==> config.mk <==
export PLATFORM = sky130hd
export DESIGN_NAME = oam_dma_arbiter
export DESIGN_NICKNAME = d
export VERILOG_FILES = /design/src/rtl/oam_dma_arbiter.sv
export SDC_FILE = /design/constraint.sdc
export NUM_CORES = 1
export LEC_CHECK = 0
export CAP_MARGIN = 20
export CELL_PAD_IN_SITES_DETAIL_PLACEMENT = 1
export CELL_PAD_IN_SITES_GLOBAL_PLACEMENT = 1
export CORE_MARGIN = 2
export CORE_UTILIZATION = 27
export CTS_BUF_LIST = sky130_fd_sc_hd__clkbuf_8 sky130_fd_sc_hd__clkbuf_16
export DETAILED_ROUTE_END_ITERATION = 16
export HOLD_SLACK_MARGIN = 0.02
export PLACE_DENSITY = 0.83
export SYNTH_ARGS = -nofsm -noshare
export SYNTH_HDL_FRONTEND = slang
export SYNTH_SLANG_ARGS = --single-unit
==> constraint.sdc <==
create_clock -name clk -period 2 [get_ports clk]
set_input_delay 0.4 -clock clk [delete_from_list [all_inputs] [get_ports clk]]
set_output_delay 0.4 -clock clk [all_outputs]
set_load 0.01 [all_outputs]
==> src/rtl/oam_dma_arbiter.sv <==
// OAM DMA arbiter: shares the CPU main bus with OAM DMA, routes FF00-FFFF to the hi port, owns FF46.
// Define DMA_CPU_BLOCK_EN to give DMA exclusive main-bus ownership during XFER (default: CPU priority).
module oam_dma_arbiter #(
  parameter int DMA_LEN     = 160,
  parameter int START_DELAY = 1
) (
  input  logic        clk,
  input  logic        rst,
  input  logic        cpu_req,
  input  logic        cpu_write,
  input  logic [15:0] cpu_addr,
  input  logic [7:0]  cpu_wdata,
  output logic [7:0]  cpu_rdata,
  output logic        mem_req,
  output logic        mem_write,
  output logic [15:0] mem_addr,
  output logic [7:0]  mem_wdata,
  input  logic [7:0]  mem_rdata,
  output logic        hi_req,
  output logic        hi_write,
  output logic [7:0]  hi_addr,
  output logic [7:0]  hi_wdata,
  input  logic [7:0]  hi_rdata,
  output logic        oam_we,
  output logic [7:0]  oam_addr,
  output logic [7:0]  oam_wdata,
  output logic        dma_active
);

  typedef enum logic [1:0] {IDLE, DELAY, XFER, DRAIN} state_t;
  typedef enum logic [2:0] {RD_NONE, RD_SRC, RD_HI, RD_MEM, RD_BLOCKED} rd_sel_t;

  localparam logic [7:0]  IDX_LAST    = 8'(DMA_LEN - 1);
  localparam logic [15:0] DELAY_LAST  = (START_DELAY > 0) ? 16'(START_DELAY - 1) : 16'd0;
  localparam state_t      START_STATE = (START_DELAY > 0) ? DELAY : XFER;

  state_t      state, state_next;
  rd_sel_t     rd_sel, rd_sel_next;
  logic [7:0]  src, src_next;
  logic [7:0]  idx, idx_next;
  logic [15:0] delay_cnt, delay_cnt_next;

  logic       cpu_hi, cpu_ff46, ff46_wr, cpu_mem, cpu_blocked, dma_rd;
  logic [7:0] src_eff;

  assign cpu_hi   = (cpu_addr[15:8] == 8'hFF);
  assign cpu_ff46 = cpu_req && (cpu_addr == 16'hFF46);
  assign ff46_wr  = cpu_ff46 && cpu_write;
  assign cpu_mem  = cpu_req && !cpu_hi;
  assign src_eff  = (src >= 8'hE0) ? (src & 8'hDF) : src;

  // A restart cycle issues no DMA read: the FF46 write owns idx that cycle.
`ifdef DMA_CPU_BLOCK_EN
  assign cpu_blocked = (state == XFER) && cpu_mem;
  assign dma_rd      = (state == XFER) && !ff46_wr;
`else
  assign cpu_blocked = 1'b0;
  assign dma_rd      = (state == XFER) && !cpu_mem && !ff46_wr;
`endif

  always_comb begin
    state_next     = state;
    src_next       = src;
    idx_next       = idx;
    delay_cnt_next = delay_cnt;
    unique case (state)
      IDLE:  state_next = IDLE;
      DELAY: begin
        if (delay_cnt == DELAY_LAST) state_next = XFER;
        else delay_cnt_next = delay_cnt + 16'd1;
      end
      XFER: begin
        if (dma_rd) begin
          idx_next = idx + 8'd1;
          if (idx == IDX_LAST) state_next = DRAIN;
        end
      end
      DRAIN:   state_next = IDLE;
      default: state_next = IDLE;
    endcase
    if (ff46_wr) begin
      src_next       = cpu_wdata;
      idx_next       = 8'd0;
      delay_cnt_next = 16'd0;
      state_next     = START_STATE;
    end
  end

  always_comb begin
    mem_req   = 1'b0;
    mem_write = 1'b0;
    mem_addr  = 16'h0000;
    mem_wdata = 8'h00;
    hi_req    = 1'b0;
    hi_write  = 1'b0;
    hi_addr   = 8'h00;
    hi_wdata  = 8'h00;
    if (dma_rd) begin
      mem_req  = 1'b1;
      mem_addr = {src_eff, idx};
    end else if (cpu_mem && !cpu_blocked) begin
      mem_req   = 1'b1;
      mem_write = cpu_write;
      mem_addr  = cpu_addr;
      mem_wdata = cpu_write ? cpu_wdata : 8'h00;
    end
    if (cpu_req && cpu_hi && !cpu_ff46) begin
      hi_req   = 1'b1;
      hi_write = cpu_write;
      hi_addr  = cpu_addr[7:0];
      hi_wdata = cpu_write ? cpu_wdata : 8'h00;
    end
  end

  // The read source is captured with the request; data arrives from it one cycle later.
  always_comb begin
    rd_sel_next = RD_NONE;
    if (cpu_req && !cpu_write) begin
      if (cpu_ff46)         rd_sel_next = RD_SRC;
      else if (cpu_hi)      rd_sel_next = RD_HI;
      else if (cpu_blocked) rd_sel_next = RD_BLOCKED;
      else                  rd_sel_next = RD_MEM;
    end
  end

  always_comb begin
    cpu_rdata = 8'h00;
    case (rd_sel)
      RD_SRC:     cpu_rdata = src;
      RD_HI:      cpu_rdata = hi_rdata;
      RD_MEM:     cpu_rdata = mem_rdata;
      RD_BLOCKED: cpu_rdata = 8'hFF;
      default:    cpu_rdata = 8'h00;
    endcase
  end

  always_ff @(posedge clk) begin
    if (rst) state <= IDLE;
    else     state <= state_next;
  end

  always_ff @(posedge clk) begin
    if (rst) begin
      src       <= 8'hFF;
      idx       <= 8'd0;
      delay_cnt <= 16'd0;
      rd_sel    <= RD_NONE;
      oam_we    <= 1'b0;
      oam_addr  <= 8'd0;
    end else begin
      src       <= src_next;
      idx       <= idx_next;
      delay_cnt <= delay_cnt_next;
      rd_sel    <= rd_sel_next;
      oam_we    <= dma_rd;
      oam_addr  <= idx;
    end
  end

  assign oam_wdata  = oam_we ? mem_rdata : 8'h00;
  assign dma_active = (state != IDLE);

endmodule

* After elaboration in Yosys (flattened, before gate mapping)
Cells that the tools add are included.
Storage, ports and cells: flip-flop bits (word level) 46, bits of input ports 44, output and inout bits 70, word-level logic and storage cells 77
Cells by class: add/subtract/negate cells 2, order comparisons 1, equality and inequality tests 16, mux-type cells 23, bitwise logic cells 2, reduce and logical (&&, ||, !) cells 24
Operator list (number):
- 2-to-1 mux 8 bit | 6
- 2-to-1 mux 16 bit | 2
- one-hot mux 8 bit (4 select lines) | 1
- adder 16 x 1 -> 16 bit (second input constant) | 1
- == test 16 bit (second input constant) | 1
- == test 8 bit (second input constant) | 2
- logical NOT 16 bit | 1
- 2-to-1 mux 1 bit | 9
- adder 8 x 1 -> 8 bit (second input constant) | 1
- >= comparator 8 bit (second input constant) | 1
- logical AND 1 bit | 8
- == test 3 x 2 -> 1 bit (second input constant) | 2
- 2-to-1 mux 2 bit | 3
- 2-to-1 mux 6 bit | 1
- != test 3 bit (second input constant) | 2
- one-hot mux 2 bit (3 select lines) | 1
- AND reduction 3 bit | 2
- OR reduction 2 bit | 3
- logical NOT 1 bit | 5
- == test 2 bit (second input constant) | 2
- != test 2 bit (second input constant) | 2
- AND reduction 2 bit | 2
- == test 3 x 1 -> 1 bit (second input constant) | 1
- == test 3 bit (second input constant) | 1
- other kinds (7) | 8

* Longest topological paths before layout
Gate-level depths: netlist of the first run.
word-level depth 9, depth in mapped cells 8, gate-level depth less buffers 7

* Worst setup path after synthesis of the first run
No wires, ideal clock.
path kind input to output, from in cpu_addr[0], to out mem_addr[10], data arrival time 1.603 ns, data required time 1.600 ns, path slack -0.003 ns, stages on the path 6, path buffers 1, cell sequence nor4bb_2 nand3_2 nor2_4 nor2_2 buf_2 a22o_1
Between the ends: longest elaborated chain between the ends 6
Ends and longest elaborated chain:
- start: declaration | RTL line 11 | input logic [15:0] cpu_addr,
- == test 16 bit | RTL line 47 | assign cpu_ff46 = cpu_req && (cpu_addr == 16'hFF46);
- logical AND 1 bit | RTL line 47
- logical AND 1 bit | RTL line 48 | assign ff46_wr = cpu_ff46 && cpu_write;
- logical NOT 1 bit | RTL line 58 | assign dma_rd = (state == XFER) && !cpu_mem && !ff46_wr;
- logical AND 1 bit | RTL line 58
- 2-to-1 mux 16 bit | RTL line 98 | if (dma_rd) begin
- end: declaration | RTL line 16 | output logic [15:0] mem_addr,
No other way between the ends.

* Worst setup path in the final report of the first run
from in cpu_write, to out mem_addr[14]
Between the ends: longest elaborated chain between the ends 4
Ends and longest elaborated chain:
- start: declaration | RTL line 10 | input logic cpu_write,
- logical AND 1 bit | RTL line 48
- logical NOT 1 bit | RTL line 58
- logical AND 1 bit | RTL line 58
- 2-to-1 mux 16 bit | RTL line 98
No other way between the ends.

==> key figures, run 1 <==
Outcome
  • Failing checks: negative setup slack
  • Outcome: finished with violations

Logic synthesis
  • Most frequent cell after synthesis: dfxtp_1
  • Simple-Gate Fraction of Synth Area: 0.333
  • Leading area contributor after synthesis: dfxtp_1
  • Syn_area_per_cell: 8.64 sq um
  • Number of synthesized register bits: 45
  • Post-synthesis sequential area ratio: 0.350
  • Combinational family with the most area after synthesis: simple AND/OR/NAND/NOR gates
  • Dominant cells by area after synthesis: dfxtp_1, a22o_1, and2_1, nor2_1, xor2_1
  • Syn_nets: 348
  • Synth top cells by count: dfxtp_1, nor2_1, nand2_1
  • Multiplexer area fraction after synthesis: 0.0350
  • Post-synthesis compound-gate area fraction: 0.149
  • Mapped Area: 2570 sq um
  • Yosys cell types: 45
  • Synth async-reset ratio: 0
  • Mapped Cells: 298
  • Synth Area in Adders: 0.0292
  • Yosys warning total: 0
  • Fraction of synthesized cell area in xor and xnor cells: 0.0647
  • Number of flops mapped to enable cells by yosys: 0
  • Synth Flop Type: dfxtp_1
  • Top cell type's share of synthesized area: 0.350

Power
  • PwrDens: 425 nW/um^2
  • Worst vdd ir: 0.275 mV
  • Tot Pwr: 1.93 mW
  • Lkg Pwr: 2.01 nW

Setup path
  • Required time of the critical path: 1.60 ns
  • CP max stage delay: 0.54 ns
  • WP buf/inv: 3
  • Crit-path slowest cell: clkdlybuf4s50_1
  • CP Capture Type: output pin
  • Most frequent cell on the critical path: nor2_4
  • Startpoint Class: input port
  • Maximum fanout along the worst path: 7
  • Worst path cell trace: clkdlybuf4s50_1 > nand3_2 > nor2_4 > nor2_4 > buf_6 > a22o_1 > buf_2
  • Arrival time worst endpoint: 1.81 ns
  • CP delay by family, top: buffers and inverters
  • Critical path type: input port to output pin

Finish
  • Final net count: 522
  • Layout cell share with drive strength beyond 1: 0.406
  • Area Overhead vs Synth: 76.8%
  • N_diodes: 0
  • Final instance area: 4550 sq um
  • Fin cells: 602

Floorplanning
  • Num ports: 114
  • Num rows: 35
  • Die Y: 102 microns
  • Total die area: 10300 sq um
  • Die Wd: 102 microns
  • Core region area: 9240 sq um
  • Initial core utilization: 0.279

Timing
  • Setup repair after global routing missed its margin: yes
  • Final Skew: 0.00454 ns
  • Worst-Margin Slew: 0.482 ns
  • Relative slew slack: 0.675
  • Max-slew violation count: 0
  • Final hold viol count: 0
  • Final worst setup slack: -0.215 ns
  • Minimum clock period: 2.21 ns
  • # setup viols final: 30
  • Final Cycle Share: 1.11
  • Fmax: 0.452 GHz

Routing
  • Detailed Routing Iterations Pass 1: 4
  • 1st-iter DRT viols: 110
  • Total Wirelength: 12600 microns
  • Routed WL per cell: 20.9 microns
  • DRC: 0
  • DRT antenna net count: 0
  • Vias: 3127
  • Vias per cell: 5.19

Place
  • Placed insts: 579
  • Post-DP HPWL: 8670 microns
  • Routability cong.: 0.905
  • Post-place instance area: 4250 sq um
  • Port bufs: 113
  • Worst slack, placed: -0.967 ns

Clock network
  • Clk buf depth: 2
  • Clock slew at reported path FFs: 0.08 ns
  • Clk sink count: 45
  • CTS hold repair buffers: 0
  • Cts bufs inserted: 5
  • TritonCTS clock tree: built
  • Clock root buffer: clkbuf_8
  • Worst skew pair latency: 0.30 ns
  • CTS H-Tree Depth: 2

GRT
  • Vias in the first global route: 3250
  • Largest net degree at the start of global routing: 25
  • Total grt overflow: 0
  • First-pass GRT wire length: 18400 microns
  • All-Layer GR Usage: 0.236
  • Initial antenna violation count: 0

Min path
  • Hold Crit Class: flip-flop to flip-flop

Run
  • Max_cap viols: 0
[area by class of cell]
cell class	count	area, sq um
Tap cell	129	161
Inverter	10	37.5
Clock inverter	3	42.5
Sequential cell	45	903
Multi-Input combinational cell	229	1750
Clock buffer	5	68.8
Fill cell	1085	4690
Timing Repair Buffer	181	1590
[repair_timing]
item / CTS / global route
pin swaps: 16 / 22
endpoints found under the hold margin: 0 / 0
setup endpoints to repair: 63 / 58
gates cloned: 1 / 0
resized for setup: 299 / 47
buffers inserted: 13 / 4
[routing by layer]
layer	global-route usage	up-vias	wire, microns
met2	0.418	114	6650
met5	0	-	0
met4	0.121	0	440
met3	0.0524	34	581
li1	-	1410	-
met1	0.263	1569	4900
[path summary, 6_finish.rpt]
path | cells past startpoint | startpoint | end | slack [ns]
max | 7 | cpu_write | mem_addr[14] | -0.21
min | 2 | src[4] | src[4] | 0.55
max reg2reg | 8 | state[0] | idx[7] | 0.02
min reg2reg | 2 | src[4] | src[4] | 0.55
[cell families after synthesis]
kind of cell | after synthesis
compound gates | 45
xor+xnor | 19
fa+ha+maj | 6
buf+inv | 24
flops | 45
mux | 8
simple gates | 151
[metrics by stage]
step | utilization | setup TNS (ns) | hold slack (ns)
after floorplan | - | 0 | 0.458
after global placement | 0.460 | -42.46 | 0.495
after detailed placement | 0.460 | -49.07 | 0.517
after CTS | 0.483 | -2.74 | 0.530
after global routing | 0.492 | -5.86 | 0.561
final | 0.492 | -3.70 | 0.548
[sequential cells by signal, summed over array words and instances (netlist names)]
register and cells:
oam_we 1, src 8, state 2, delay_cnt 16, oam_addr 8, idx 8, rd_sel 2
[where the power goes]
group	internal, mW	switching [mW]	total [mW]
Sequential	0.897	0.00129	0.898
Combinational	0.180	0.153	0.333
Clock	0.370	0.330	0.701
Total	1.45	0.485	1.93
[placed cells by master, fill, tap and decap left out, drive strengths merged, types with 11 or more instances in the layout]
| cell type | count |
|---|---|
| clkdlybuf4s50 | 41 |
| inv | 11 |
| buf | 123 |
| nand3 | 19 |
| xor2 | 13 |
| and3 | 18 |
| clkbuf | 11 |
| nand2 | 29 |
| a22o | 22 |
| nor2 | 33 |
| dfxtp | 45 |
| and2 | 19 |
[worst register-to-register path, cell delays in order, from the launching register on]
cell and delay [ns]:
dfxtp_1 0.32, inv_1 0.12, ha_4 0.19, buf_4 0.17, nand3_1 0.14, nor2_1 0.16, o211ai_1 0.17, or4_1 0.56
nand2_1 0.10
Note: power is estimated with default switching activity, not from simulation.
==> inputs of run 2 (changes only) <==
Settings changed: CORE_ASPECT_RATIO from default to 1.1.
==> run 2 against run 1 <==
Net effect:
- critical path type unchanged
- clock skew is 0.0065 ns higher
- critical path depth is 1 higher
- the flow still finishes with violations (negative setup slack)
- hold slack worse by 0.038 ns
- critical endpoint is now mem_addr[13]
==> key figures, run 2 (synthesis gave the netlist of run 1 again) <==
Timing
  • Final worst setup slack: -0.203 ns
  • Max-slew violation count: 0
  • Relative slew slack: 0.796
  • Worst-Margin Slew: 0.306 ns
  • Minimum clock period: 2.20 ns
  • Final Skew: 0.0111 ns
  • Setup TNS: -2.54 ns
  • Setup repair after global routing missed its margin: yes
  • Final Cycle Share: 1.10
  • # setup viols final: 18
  • Hold slack: 0.510 ns
  • Fmax: 0.454 GHz
  • Final hold viol count: 0

Floorplanning
  • Core region area: 9310 sq um
  • Initial core utilization: 0.277
  • Die Y: 106 microns
  • Die Wd: 97.1 microns
  • Num rows: 37
  • Num ports: 114
  • Total die area: 10300 sq um

Finish
  • Most frequent cells in the layout: buf_4, dfxtp_1, buf_2
  • Largest Register: delay_cnt
  • # fillers: 1081
  • N_diodes: 0
  • Layout cell share with drive strength beyond 1: 0.413
  • Final net count: 526
  • Max reg flops: 16
  • Area Overhead vs Synth: 72.7%
  • Most common cell after layout, fill and taps aside: buf_4

Outcome
  • Outcome: finished with violations
  • Failing checks: negative setup slack

Run
  • Max_cap viols: 0

GRT
  • First-pass GRT wire length: 17500 microns
  • Vias in the first global route: 3202
  • Largest net degree at the start of global routing: 22
  • Initial antenna violation count: 0
  • Total grt overflow: 0
  • All-Layer GR Usage: 0.208

Power
  • Worst vdd ir: 0.289 mV
  • PwrDens: 435 nW/um^2
  • Lkg Pwr: 2.05 nW
  • Tot Pwr: 1.94 mW

Setup path
  • Critical path type: input port to output pin
  • Arrival time worst endpoint: 1.80 ns
  • CP Capture Type: output pin
  • Startpoint Class: input port
  • Maximum fanout along the worst path: 6
  • Required time of the critical path: 1.60 ns

Clock network
  • Clk buf depth: 2
  • CTS H-Tree Depth: 2
  • TritonCTS clock tree: built
  • Clock slew at reported path FFs: 0.10 ns
  • Clock root buffer: clkbuf_8
  • Worst skew pair latency: 0.31 ns
  • Cts bufs inserted: 5
  • Clk sink count: 45

Routing
  • DRT antenna net count: 0
  • DRC: 0
  • 1st-iter DRT viols: 105
  • Vias per cell: 5.09
  • Routed WL per cell: 19.6 microns
  • Vias: 3023
  • Detailed Routing Iterations Pass 1: 4
  • Total Wirelength: 11600 microns

Place
  • Routability cong.: 0.791
  • Post-DP HPWL: 7450 microns
  • Worst slack, placed: -1.16 ns
  • Port bufs: 113

Min path
  • Hold Crit Class: flip-flop to flip-flop
-- run 2: cell types whose count changed in the layout (fill, tap and decap cells not counted), moves of 3 or more --
cell             change
and2_1               +4
and2_4               -4
buf_12               -3
buf_2               +10
buf_6                -4
clkbuf_2             +4
clkdlybuf4s15_1      -6
-- run 2: stage by stage --
step / instance area, sq um / util / instances
after CTS: 4320 / 0.464 / 587
after global routing: 4440 / 0.478 / 594
after detailed placement: 4160 / 0.447 / 562
final: 4440 / 0.478 / 594
after global placement: 4160 / 0.447 / 562
after floorplan: 2590 / - / 298
-- run 2: timing repair --
item                                    4_1_cts  5_1_grt
gates cloned                                  4        0
endpoints found under the setup margin       58       52
hold buffers                                  0        0
buffers inserted                             13        8
pin swaps                                    24       15
gates resized for setup                     298       49
-- run 2: worst max-delay path, stage by stage --
cell and delay [ns]:
buf_8 0.10, nor4bb_4 0.33, nand3_2 0.17, nor2_4 0.18
nor2_4 0.09, buf_12 0.14, a32o_2 0.27, buf_6 0.12
-- run 2: routing by layer --
metal  vias up  track usage  wire (microns)
li1       1411            -               -
met1      1502        0.228            4660
met2        91        0.397            6280
met3        19       0.0447             519
met4         0       0.0684             188
met5         -            0               0
-- run 2: worst paths after layout --
check,startpoint,endpoint,slack [ns],depth (start not counted)
setup reg to reg,idx[1],state[1],-0.02,6
hold reg to reg,idx[1],idx[1],0.51,2
setup / recovery,cpu_addr[0],mem_addr[13],-0.20,8
hold / removal,idx[1],idx[1],0.51,2
-- run 2: where the power goes --
group          switching [mW]  leakage, nW  total [mW]  internal (mW)
sequential            0.00168        0.364       0.897          0.895
clock                   0.336       0.0543       0.710          0.374
combinational           0.150         1.63       0.328          0.178
-- run 2: final cells by class --
cell class                      count  area (sq um)  area share
Clock buffer                        5          68.8      0.0155
Clock inverter                      3          46.3      0.0104
Inverter                           10          37.5     0.00845
Multi-Input combinational cell    229          1700       0.383
Sequential cell                    45           906       0.204
Tap cell                          117           146      0.0329
Timing Repair Buffer              185          1540       0.346
==> inputs of run 3 (changes only) <==
Settings changed: CORE_UTILIZATION 27 to 32, PLACE_DENSITY 0.83 to 0.89, SLEW_MARGIN from default to 20.
Clock period 2 ns to 2.9 ns, I/O delays scaled along.
==> run 3 against run 2 <==
Net effect:
- the flow now finishes without violations
- cell area fell by 6.6%
- non-clock buffer count fell by 35
- global-route usage rose by 4.4 points
- critical path depth fell by 1
- sequential power fell by 31%
- largest power group unchanged
- highest routed layer unchanged
==> key figures, run 3 (synthesis gave the netlist of run 1 again) <==
Outcome
  • Outcome: finished clean

Clock network
  • Clk sink count: 45
  • CTS H-Tree Depth: 2
  • Clock root buffer: clkbuf_8
  • Worst skew pair latency: 0.31 ns
  • Clk buf depth: 2
  • CTS hold repair buffers: 0
  • Cts bufs inserted: 5
  • Clock slew at reported path FFs: 0.08 ns
  • TritonCTS clock tree: built

Timing
  • Final worst setup slack: 0.0730 ns
  • Worst-Margin Slew: 0.459 ns
  • Minimum clock period: 2.83 ns
  • Final Cycle Share: 0.975
  • Final Skew: 0.0149 ns
  • Max-slew violation count: 0
  • Relative slew slack: 0.690
  • Setup TNS: 0 ns
  • Final hold viol count: 0
  • Fmax: 0.354 GHz
  • Setup repair after global routing missed its margin: no
  • # setup viols final: 0

Place
  • Port bufs: 113
  • Worst slack, placed: -0.694 ns
  • Placed insts: 536
  • Post-DP HPWL: 8430 microns
  • Routability cong.: 0.840

Routing
  • DRC: 0
  • Total Wirelength: 11100 microns
  • DRT antenna net count: 0
  • Detailed Routing Iterations Pass 1: 4
  • Vias: 2897
  • Routed WL per cell: 20.2 microns
  • 1st-iter DRT viols: 101
  • Vias per cell: 5.27

Finish
  • Max reg flops: 16
  • Largest Register: delay_cnt
  • Area Overhead vs Synth: 61.3%
  • Utilization after layout: 0.527
  • N_diodes: 0
  • Fin cells: 550
  • # fillers: 915
  • Sequential Area: 901 sq um
  • Most frequent cells in the layout: clkdlybuf4s50_1, dfxtp_1, dlygate4sd2_1
  • Final net count: 491
  • Most common cell after layout, fill and taps aside: clkdlybuf4s50_1
  • Layout cell share with drive strength beyond 1: 0.192
  • Multi-input gate area: 1610 sq um

Min path
  • Hold path depth: 2
  • Hold Crit Class: flip-flop to flip-flop

Setup path
  • Most frequent cell on the critical path: dlygate4sd2_1
  • Worst path cell trace: dlygate4sd2_1 > nor4bb_4 > nand3_2 > buf_4 > o211ai_4 > o21ai_0 > dlygate4sd2_1
  • Required time of the critical path: 2.32 ns
  • Startpoint Class: input port
  • WP buf/inv: 3
  • CP Capture Type: output pin
  • R2R depth: 6
  • Crit-path slowest cell: nor4bb_4
  • Stages on the worst setup path: 7
  • Critical path type: input port to output pin
  • CP delay by family, top: buffers and inverters
  • Maximum fanout along the worst path: 4
  • CP max stage delay: 0.39 ns
  • Arrival time worst endpoint: 2.25 ns

Floorplanning
  • Die Wd: 89.5 microns
  • Num rows: 34
  • Initial core utilization: 0.327
  • Core region area: 7870 sq um
  • Total die area: 8780 sq um
  • Die Y: 98.1 microns
  • Num ports: 114

Power
  • Seq pwr share: 0.500
  • Worst vdd ir: 0.189 mV
  • Switch share: 0.266
  • PwrDens: 299 nW/um^2
  • Lkg Pwr: 1.90 nW
  • Int Pwr: 0.911 mW
  • Sw power: 0.330 mW
  • Tot Pwr: 1.24 mW
  • Combinational Power Share: 0.170
  • Part of the power in the clock network: 0.330

GRT
  • First-pass GRT wire length: 16900 microns
  • Initial antenna violation count: 0
  • All-Layer GR Usage: 0.252
  • Vias in the first global route: 3225
  • Total grt overflow: 0
  • Largest net degree at the start of global routing: 26

Run
  • Max_cap viols: 0
run 3: cell count changes in the layout (fill, tap and decap cells not counted), moves of 9 or more:
cell	previous run	this run
buf_6	31	0
clkbuf_2	10	1
clkdlybuf4s50_1	40	53
buf_2	41	9
dlygate4sd2_1	3	39
buf_4	54	34
run 3: worst paths after layout:
check	slack (ns)	from	endpoint
max reg2reg	0.73	idx[0]	state[1]
max	0.07	cpu_addr[0]	mem_addr[5]
min	0.53	state[1]	state[1]
min reg2reg	0.53	state[1]	state[1]
run 3: what timing repair did:
item	in CTS	in global routing
gates cloned	0	1
gates resized for setup	93	12
endpoints found under the setup margin	44	29
setup buffers	4	1
pin swaps	7	5
run 3: metal layers:
metal  share of wire  wire length [microns]  global-route usage
met5               0                      0                   0
met4           0.049                    541               0.140
met3           0.050                    553              0.0507
met2            0.53                   5900               0.459
met1            0.37                   4140               0.260
run 3: power groups by stage:
stage               Clock (mW)  Combinational, mW  Sequential (mW)
floorplan                    0             0.0668            0.633
CTS                      0.426              0.210            0.620
global placement             0              0.213            0.635
global route             0.451              0.223            0.621
detailed placement           0              0.222            0.635
finish                   0.409              0.211            0.620
run 3: worst register-to-register path: cells and delay by family, from the launching register on:
family | cells | cell delay, ns
fa+ha+maj | 1 | 0.23
simple gates | 3 | 1.04
flops | 1 | 0.45
compound gates | 2 | 0.37
run 3: stage by stage:
step                hold WS, ns  cell area, sq um
finish                    0.528              4150
global route              0.561              4150
CTS                       0.535              4120
detailed placement        0.515              4020
global placement          0.483              4020
floorplan                 0.458              2570
run 3: layout make-up:
class                           count  share of cell area
Clock buffer                        5              0.0166
Sequential cell                    45               0.217
Inverter                           10             0.00904
Multi-Input combinational cell    229               0.389
Tap cell                          108              0.0326
Clock inverter                      3             0.00603
Timing Repair Buffer              150               0.330
